`src/rtl/board_input_cond.sv`:
```
// board_input_cond: per-channel 2-FF synchroniser, counter debouncer and one-cycle edge pulses.
// Define INPUT_COND_FALL_PULSE_EN to add the fall_o pulse output.
module board_input_cond #(
    parameter int NCH = 5,
    parameter int DEB_CYCLES = 1000000,
    parameter int CNT_W = $clog2(DEB_CYCLES + 1),
    parameter logic [NCH-1:0] RST_VAL = '0,
    parameter logic [NCH-1:0] IRQ_MASK = NCH'(1)
) (
    input  logic           clk_i,
    input  logic           arst_n_i,
    input  logic [NCH-1:0] raw_i,
    output logic [NCH-1:0] stable_o,
    output logic [NCH-1:0] rise_o,
    output logic           irq_o
`ifdef INPUT_COND_FALL_PULSE_EN
    ,
    output logic [NCH-1:0] fall_o
`endif
);
    localparam logic [CNT_W-1:0] LAST = CNT_W'(DEB_CYCLES - 1);

    logic [NCH-1:0] s1, s2, upd;

    if (DEB_CYCLES < 1 || NCH < 1) begin : g_bad_cfg
        $fatal(1, "board_input_cond: DEB_CYCLES and NCH must be >= 1");
    end

    always_ff @(posedge clk_i or negedge arst_n_i) begin
        if (!arst_n_i) begin
            s1 <= RST_VAL;
            s2 <= RST_VAL;
        end else begin
            s1 <= raw_i;
            s2 <= s1;
        end
    end

    // Count consecutive cycles that s2 disagrees with stable_o; any agreement restarts the count.
    for (genvar i = 0; i < NCH; i++) begin : g_ch
        logic [CNT_W-1:0] cnt;
        assign upd[i] = (s2[i] != stable_o[i]) && (cnt == LAST);
        always_ff @(posedge clk_i or negedge arst_n_i) begin
            if (!arst_n_i)
                cnt <= '0;
            else
                cnt <= (s2[i] == stable_o[i] || cnt == LAST) ? '0 : cnt + 1'b1;
        end
    end

    always_ff @(posedge clk_i or negedge arst_n_i) begin
        if (!arst_n_i) begin
            stable_o <= RST_VAL;
            rise_o   <= '0;
            irq_o    <= 1'b0;
        end else begin
            stable_o <= stable_o ^ upd;
            rise_o   <= upd & s2;
            irq_o    <= |(upd & s2 & IRQ_MASK);
        end
    end

`ifdef INPUT_COND_FALL_PULSE_EN
    always_ff @(posedge clk_i or negedge arst_n_i) begin
        if (!arst_n_i)
            fall_o <= '0;
        else
            fall_o <= upd & ~s2;
    end
`endif

endmodule
```
`config.mk`:
```
export PLATFORM = sky130hd
export DESIGN_NAME = board_input_cond
export DESIGN_NICKNAME = d
export VERILOG_FILES = /design/src/rtl/board_input_cond.sv
export SDC_FILE = /design/constraint.sdc
export NUM_CORES = 1
export LEC_CHECK = 0
export ABC_AREA = 0
export ABC_CLOCK_PERIOD_IN_PS = 3400
export CORE_AREA = 2 2 110 102
export CTS_CLUSTER_DIAMETER = 200
export DETAILED_ROUTE_END_ITERATION = 8
export DIE_AREA = 0 0 112 104
export PLACE_DENSITY = 0.72
export SETUP_SLACK_MARGIN = 0.02
export SLEW_MARGIN = 20
export SYNTH_ARGS = -nofsm -noshare
export SYNTH_HDL_FRONTEND = slang
export SYNTH_SLANG_ARGS = --single-unit
```
`constraint.sdc`:
```
create_clock -name clk_i -period 3.4 [get_ports clk_i]
set_clock_uncertainty 0.15 [all_clocks]
set_input_delay 0.68 -clock clk_i [delete_from_list [all_inputs] [get_ports clk_i]]
set_output_delay 0.68 -clock clk_i [all_outputs]
set_load 0.02 [all_outputs]
```
; After elaboration in Yosys (flattened, before gate mapping)
; Index checks and enable logic that the tools add are counted.
; Widths: inputs -> output; s select.
[word_totals]
ff_bits = 121
latch_bits = 0
mem_bits_rw = 0
romBits = 0
in_bits = 7
out_inout_bits = 11
memories = 0
[classes]
add_sub_neg = 5
multipliers = 0
n_div = 0
order_cmp = 0
eq_ne = 15
shift = 0
muxes = 5
bitwise_logic = 2
reduce_logical = 10
[ops]
columns = operator, n
row1 = $add 20x1->20 const B, 5
row2 = $eq 20x20->1 const B, 5
row3 = $mux 20, 5
row4 = $and 5x5->5, 1
row5 = $eq 1x1->1, 5
row6 = $logic_and 1x1->1, 5
row7 = $logic_or 1x1->1, 5
row8 = $ne 1x1->1, 5
row9 = $xor 5x5->5, 1

; Longest topological paths before layout
; Gate-level depths: netlist (run 1).
[depth]
ltp_word = 3
depth_mapped = 7
mapped_depth_nobuf = 5

; Worst setup path after synthesis (run 1)
; Ideal clock, no wire load.
[synth_path]
path_type = register to register
start = register g_ch[3].cnt[0]
end = register (tool-made name)
setup_ps = 125
arrival_ps = 1918
slack_ps = 1207
stages_incl_launch_ff = 6
path_buffers = 0
cell_sequence = dfrtp_1 -> ha_1 -> and2_1 -> nand4_1 -> or4b_2 -> mux2_4
[synth_rtl]
columns = element, line_no
row1 = start: declaration, 41  ; logic [CNT_W-1:0] cnt;
row2 = start signal: assignment, 47  ; cnt <= (s2[i] == stable_o[i] || cnt == LAST) ? '0 : cnt + 1'b1;

; Worst setup path after layout (run 1)
[layout_path]
start = register g_ch[3].cnt[11]
end = register g_ch[3].cnt[4]
[layout_via]
elab_chain_len = 3
[layout_rtl]
columns = element, line_no
row1 = $eq 20x20->1, 47
row2 = $logic_or 1x1->1, 47
row3 = $mux 20, 47
; Every way passes these cells.

==> results of run 1 <==
[stage by stage]
stage	instance area, um^2	hold slack, ns	util (%)	worst slack (ns)
2_1_floorplan	5650	0.181	-	1.21
3_3_place_gp	5970	0.184	56.6	1.10
3_5_place_dp	5970	0.190	56.6	1.03
4_1_cts	6620	0.105	62.8	1.02
5_1_grt	6620	0.131	62.8	0.932
6_report	6620	0.0948	62.8	1.02
[registers in the layout, indices dropped and copies added (netlist names), named ones only]
name      flops
s2            5
rise_o        5
g_ch.cnt    100
s1            5
[cells in the final DEF, fill, tap and decap left out, types with 3 or more instances in the layout]
| cell type | synthesis | final |
|---|---|---|
| o31ai_2 | 2 | 3 |
| mux2_2 | 4 | 4 |
| nand3_1 | 32 | 32 |
| o31ai_1 | 14 | 13 |
| clkinv_4 | 0 | 4 |
| clkdlybuf4s50_1 | 0 | 16 |
| dfrtp_1 | 120 | 120 |
| clkbuf_16 | 0 | 17 |
| and3_1 | 10 | 10 |
| nor3b_1 | 4 | 4 |
| or4_1 | 20 | 20 |
| nand2_1 | 30 | 30 |
| bufinv_16 | 0 | 5 |
| and2_1 | 5 | 5 |
| nand4b_1 | 3 | 3 |
| nor3_1 | 17 | 17 |
| buf_4 | 1 | 5 |
| or2_2 | 6 | 6 |
| xnor2_1 | 47 | 47 |
| nor4_1 | 12 | 12 |
| nor2_1 | 80 | 80 |
| or3_1 | 22 | 22 |
| o21ai_0 | 16 | 16 |
| xor2_1 | 20 | 20 |
| nand4_1 | 18 | 18 |
| a21oi_1 | 29 | 29 |
| inv_1 | 18 | 18 |
| ha_1 | 5 | 5 |
[metal layers]
metal,vias to the layer above,GRT usage [%],share of wire [%]
met5,-,0,0
met4,0,8.36,1.2
met3,11,4.84,4.3
met2,91,32.1,49
met1,2032,25.8,46
li1,2036,-,-
[cell type report]
cell class                 instances  share of cell area (%)
tap                              133                    2.51
clock buffer                      18                    6.48
inverter                          18                    1.02
sequential                       120                    45.4
timing repair buffer              22                    3.29
clock inverter                    14                    3.36
multi-input combinational        408                    38.0
[cell usage after synthesis (all sizes together), types with 16 or more instances]
library cell / n / area, um^2
nand4: 19 / 134
o21ai: 17 / 96.4
or4: 22 / 173
nor3: 17 / 85.1
a21oi: 29 / 145
xor2: 20 / 175
o31ai: 16 / 130
nand3: 33 / 170
or3: 22 / 138
dfrtp: 120 / 3000
nand2: 30 / 113
inv: 18 / 67.6
nor2: 80 / 300
xnor2: 47 / 412
[kinds of logic (layout without fill, tap and decap cells)]
group | Yosys count | in the layout | share of synthesized area (%)
muxes | 5 | 5 | 1.06
adders and majority gates | 5 | 5 | 1.11
and+or+nand+nor | 268 | 268 | 25.1
xor gates and xnor gates | 67 | 67 | 10.4
buffers and inverters | 33 | 72 | 2.46
DFF | 120 | 120 | 53.1
AOI/OAI and AO/OA | 63 | 63 | 6.73
[critical path: cells and delay by family, from the launching register on]
kind | cells | cell delay (ns)
AO/OA/AOI/OAI | 1 | 0.43
AND/OR/NAND/NOR | 3 | 1.24
flip-flops | 1 | 0.42
[power groups by stage]
stage          combinational, uW  sequential [uW]  clock (uW)
6_report                    89.2             1470        1970
4_1_cts                     92.9             1470        2000
2_1_floorplan               42.0             1490           0
5_1_grt                      105             1470        2080
3_3_place_gp                90.2             1490           0
3_5_place_dp                91.2             1490           0
[how the worst max path moves through the flow]
stage / start / end / slack (ns) / depth (start not counted)
after CTS: g_ch[3].cnt[11]$_DFF_PN0_ / g_ch[3].cnt[4]$_DFF_PN0_ / 1.02 / 4
after detailed placement: g_ch[3].cnt[11]$_DFF_PN0_ / g_ch[3].cnt[4]$_DFF_PN0_ / 1.03 / 4
after global placement: g_ch[3].cnt[11]$_DFF_PN0_ / g_ch[3].cnt[13]$_DFF_PN0_ / 1.10 / 4
after floorplan: g_ch[3].cnt[0]$_DFF_PN0_ / register / 1.21 / 5
final: g_ch[3].cnt[11]$_DFF_PN0_ / g_ch[3].cnt[4]$_DFF_PN0_ / 1.02 / 4
after global routing: g_ch[3].cnt[11]$_DFF_PN0_ / g_ch[3].cnt[15]$_DFF_PN0_ / 0.93 / 4
==> out/metrics.cfg, run 1 <==
[drt]
drt_iter0_markers=211
via_per_inst=5.69
dr.pass1.iters=4
drc=0
num_vias=4170
drt-wirelength-per-cell_um=14.5
totalWireLength_um=10600
ant_nets=0

[pwr]
ir_drop_mv=0.497
p_switching_uw=745
switching_share_pct=21.1
power_frac_comb_pct=2.5
pwr_density_cell_mw_per_mm2=533
internal-power_uw=2790
power.share.sequential_pct=41.6
clockPowerShare_pct=55.9
total_power_uw=3530
power.static_leakage_uw=0.00264

[clock_network]
clk_latency_ns=0.41
clock_sinks=120
cts_resized=0
post_cts_buffers=0
numCtsBuffers=17
hold_buffers=0
cts_tree=yes
clockBufferDepth=2
cts.htree.levels=4
path_clk_slew_ns=0.06
clockRootBuffer=clkbuf_16

[timing]
period_minus_slack_ns=2.38
fin_setup_tns_ns=0
hold_viol_final=0
rsz0062_at_grt=false
setup_viol=0
max_freq_mhz=421
worstMarginPinSlew_ns=0.649
slew_viol_final=0
relSlewSlack_pct=56.5
fin_crit_sh_pct=69.9

[grt]
grt_pass1_vias=4107
antenna_found_initial=0
grt_usage_pct=19.9
grt_overflow=0
grt_max_degree=52
grt_pass1_wl_um=18900

[yosys]
synthCells=561
synth_seq_cells=120
synth_nets=573
async_flop_share_pct=100
postSynthAreaPerCell_um2=10.1
synth_edf_count=0
yosysWarnings=0
synth.distinct_cells=37
ys_seq_area_share_pct=53.1
syn-cell-area_mm2=0.00565
ys.flop_type=dfrtp_1

[worst_setup_path]
crit_slowest_cell=or4_4
r2r-start=g_ch[3].cnt[11]$_DFF_PN0_
cp.arrival_ns=2.50
r2r_slack_ns=1.02
rr_endpoint=g_ch[3].cnt[4]$_DFF_PN0_
r2r_cells=4
cp_cell_sequence=or4_1 -> or4_4 -> o21ai_4 -> nor2_1
cpPeakStageDelay_ns=0.57
start_kind=register
end_kind=register
path_max_fanout=19
critical_path_required_ns=3.53
worstSetupPathType=register to register

[finish]
area_growth_pct=17.2
nFillCells=848
multiInputGateArea_mm2=0.00251
num-nets-final=599
final_cells=733
drive_gt1_share_pct=9.67
ff_latch_area_mm2=0.00300
antenna_cells=0

[flow_run]
maxCapViolCount=0

[placement]
place.port_buffers=17
gp_congestion=0.831
placedCellCount=701
dp_hpwl_um=6850

[floorplan]
coreArea_mm2=0.0105
die_h_um=104
die_w_um=112
start_util_pct=53.6
row_count=36
ioPinCount=18
die_area_mm2=0.0116

[status]
status=finished clean

[hold_path]
worst_hold_path_type=primary input to asynchronous set/reset pin

No activity file was read; power rests on OpenSTA's default activity.
==> run 2: changes to the inputs <==
--- a/config.mk
+++ b/config.mk
@@ -6,7 +6,7 @@
 export NUM_CORES = 1
 export LEC_CHECK = 0
 export ABC_AREA = 0
-export ABC_CLOCK_PERIOD_IN_PS = 3400
+export ABC_CLOCK_PERIOD_IN_PS = 2300
 export CORE_AREA = 2 2 110 102
 export CTS_CLUSTER_DIAMETER = 200
 export DETAILED_ROUTE_END_ITERATION = 8
==> constraint.sdc (replaced) <==
create_clock -name clk_i -period 2.3 [get_ports clk_i]
set_clock_uncertainty 0.15 [all_clocks]
set_input_delay 0.46 -clock clk_i [delete_from_list [all_inputs] [get_ports clk_i]]
set_output_delay 0.46 -clock clk_i [all_outputs]
set_load 0.02 [all_outputs]
==> run 2 against run 1 <==
Register-to-register slack got worse by 0.93 ns. Count of clock-buffer cells in the layout did not move. Sequential cell count did not move. Cell count rose by 2.0%. Via count rose by 0.55%. Die area did not move. Sequential power rose by 48%.
==> out/metrics.cfg, run 2 (synthesis results as in run 1) <==
[status]
status=finished clean

[worst_setup_path]
cpPeakStageDelay_ns=0.58
cp_cell_sequence=or4_1 -> or4_4 -> o21ai_4 -> buf_6 -> nor2_1
start_kind=register
end_kind=register
cp.arrival_ns=2.36
path_max_fanout=12
r2r-start=g_ch[3].cnt[11]$_DFF_PN0_
critical_path_required_ns=2.46
startpoint=g_ch[3].cnt[11]$_DFF_PN0_
crit_slowest_cell=or4_1
worstSetupPathType=register to register

[drt]
num_vias=4193
via_per_inst=5.61
dr.pass1.iters=5
ant_nets=0
drt_iter0_markers=240
wl_met2_um=4980
dr_wl_met3_um=396
wl_met1_um=5110
drt-wirelength-per-cell_um=14.2
totalWireLength_um=10600
drc=0
top_layer=met4

[hold_path]
holdCritStartpoint=s1[2]$_DFF_PN0_
worst_hold_path_type=register to register

[pwr]
switching_share_pct=24.3
p_switching_uw=1160
power_frac_comb_pct=3.1
power.share.sequential_pct=45.3
pwr_density_cell_mw_per_mm2=717
clockPowerShare_pct=51.6
power.static_leakage_uw=0.00268
internal-power_uw=3630
ir_drop_mv=0.726

[clock_network]
clock_sinks=120
numCtsBuffers=17
cts_tree=yes
cts.htree.levels=4
path_clk_slew_ns=0.06
clockBufferDepth=2
clk_latency_ns=0.42
clockRootBuffer=clkbuf_16

[timing]
worstMarginPinSlew_ns=0.608
relSlewSlack_pct=59.1
hold_viol_final=0
setup_viol=0
fin_crit_sh_pct=95.8
period_minus_slack_ns=2.20
rsz0062_at_grt=true
setup_ws_ns=0.0962
max_freq_mhz=454
fin_setup_tns_ns=0
slew_viol_final=0

[floorplan]
die_area_mm2=0.0116
row_count=36
die_w_um=112
coreArea_mm2=0.0105
die_h_um=104
ioPinCount=18
start_util_pct=53.6

[placement]
dp_hpwl_um=7180
place.port_buffers=17
post-place-ws_ns=0.0420
gp_congestion=0.892

[grt]
grt_overflow=0
grt_max_degree=49
grt_usage_pct=19.7
grt_pass1_vias=4073
grt_pass1_wl_um=18700
antenna_found_initial=0

[finish]
area_growth_pct=18.3
num-nets-final=614
layout_commonest_cell=dfrtp_1
multiInputGateArea_mm2=0.00253
mostFrequentLayoutCells=dfrtp_1 (120), nor2_1 (80), xnor2_1 (47)
largest_register_ffs=100
ff_latch_area_mm2=0.00300
largest-register=g_ch.cnt
drive_gt1_share_pct=12.2
nFillCells=870
antenna_cells=0

[flow_run]
maxCapViolCount=0

run 2: power groups by stage:
stage          Sequential, uW  Clock, uW  Combinational, uW
6_report                 2170       2480                148
5_1_grt                  2170       2620                171
4_1_cts                  2170       2520                149
3_5_place_dp             2210          0                147
3_3_place_gp             2200          0                144
2_1_floorplan            2200          0               62.1
run 2: final cells by class:
class | count | area share, %
Sequential cell | 120 | 44.9
Multi-Input combinational cell | 408 | 37.8
Clock buffer | 18 | 6.57
Tap cell | 133 | 2.49
Inverter | 18 | 1.01
Clock inverter | 14 | 1.76
Timing Repair Buffer | 37 | 5.41
run 2: stage by stage:
step	hold slack (ns)	instances	util (%)	total power (uW)	area, um^2
after global placement	0.184	714	57.7	2350	6080
final	0.200	748	63.4	4790	6680
after CTS	0.200	747	63.1	4840	6650
after detailed placement	0.198	714	57.7	2350	6080
after global routing	0.213	748	63.4	4960	6680
after floorplan	0.0144	561	-	2260	5650
run 2: final timing paths:
path                                              to  slack, ns  cells after the start
min in group asynchronous  g_ch[2].cnt[17]$_DFF_PN0_       0.37                      2
min reg2reg                          s2[2]$_DFF_PN0_       0.20                      0
min                                  s2[2]$_DFF_PN0_       0.20                      0
max                        g_ch[3].cnt[11]$_DFF_PN0_        0.1                      5
max reg2reg                g_ch[3].cnt[11]$_DFF_PN0_        0.1                      5
max in group asynchronous   g_ch[1].cnt[4]$_DFF_PN0_       1.05                      3
run 2: timing repair:
item                       4_1_cts  5_1_grt
setup buffers                    0        1
setup endpoints to repair        0       26
hold endpoints to repair        27        0
hold buffers                     1        0
resized for setup                0        4
run 2: critical path: cells and delay by family (launching register included):
family | cells | cell delay (ns)
buffers and inverters | 1 | 0.16
and+or+nand+nor | 3 | 1.21
AOI/OAI and AO/OA | 1 | 0.15
DFF | 1 | 0.42
run 2: per-layer routing:
| metal | vias up | global-route usage, % |
|---|---|---|
| met4 | 0 | 6.97 |
| met1 | 2054 | 26.4 |
| met5 | - | 0 |
| met2 | 65 | 30.0 |
| li1 | 2065 | - |
| met3 | 9 | 6.82 |
==> run 3: changes to the inputs <==
--- a/config.mk
+++ b/config.mk
@@ -7,6 +7,7 @@
 export LEC_CHECK = 0
 export ABC_AREA = 0
 export ABC_CLOCK_PERIOD_IN_PS = 2300
+export CAP_MARGIN = 20
 export CORE_AREA = 2 2 110 102
 export CTS_CLUSTER_DIAMETER = 200
 export DETAILED_ROUTE_END_ITERATION = 8
==> results of run 3 <==
Same layout as run 2: the final DEF is identical, and so are final timing and power.
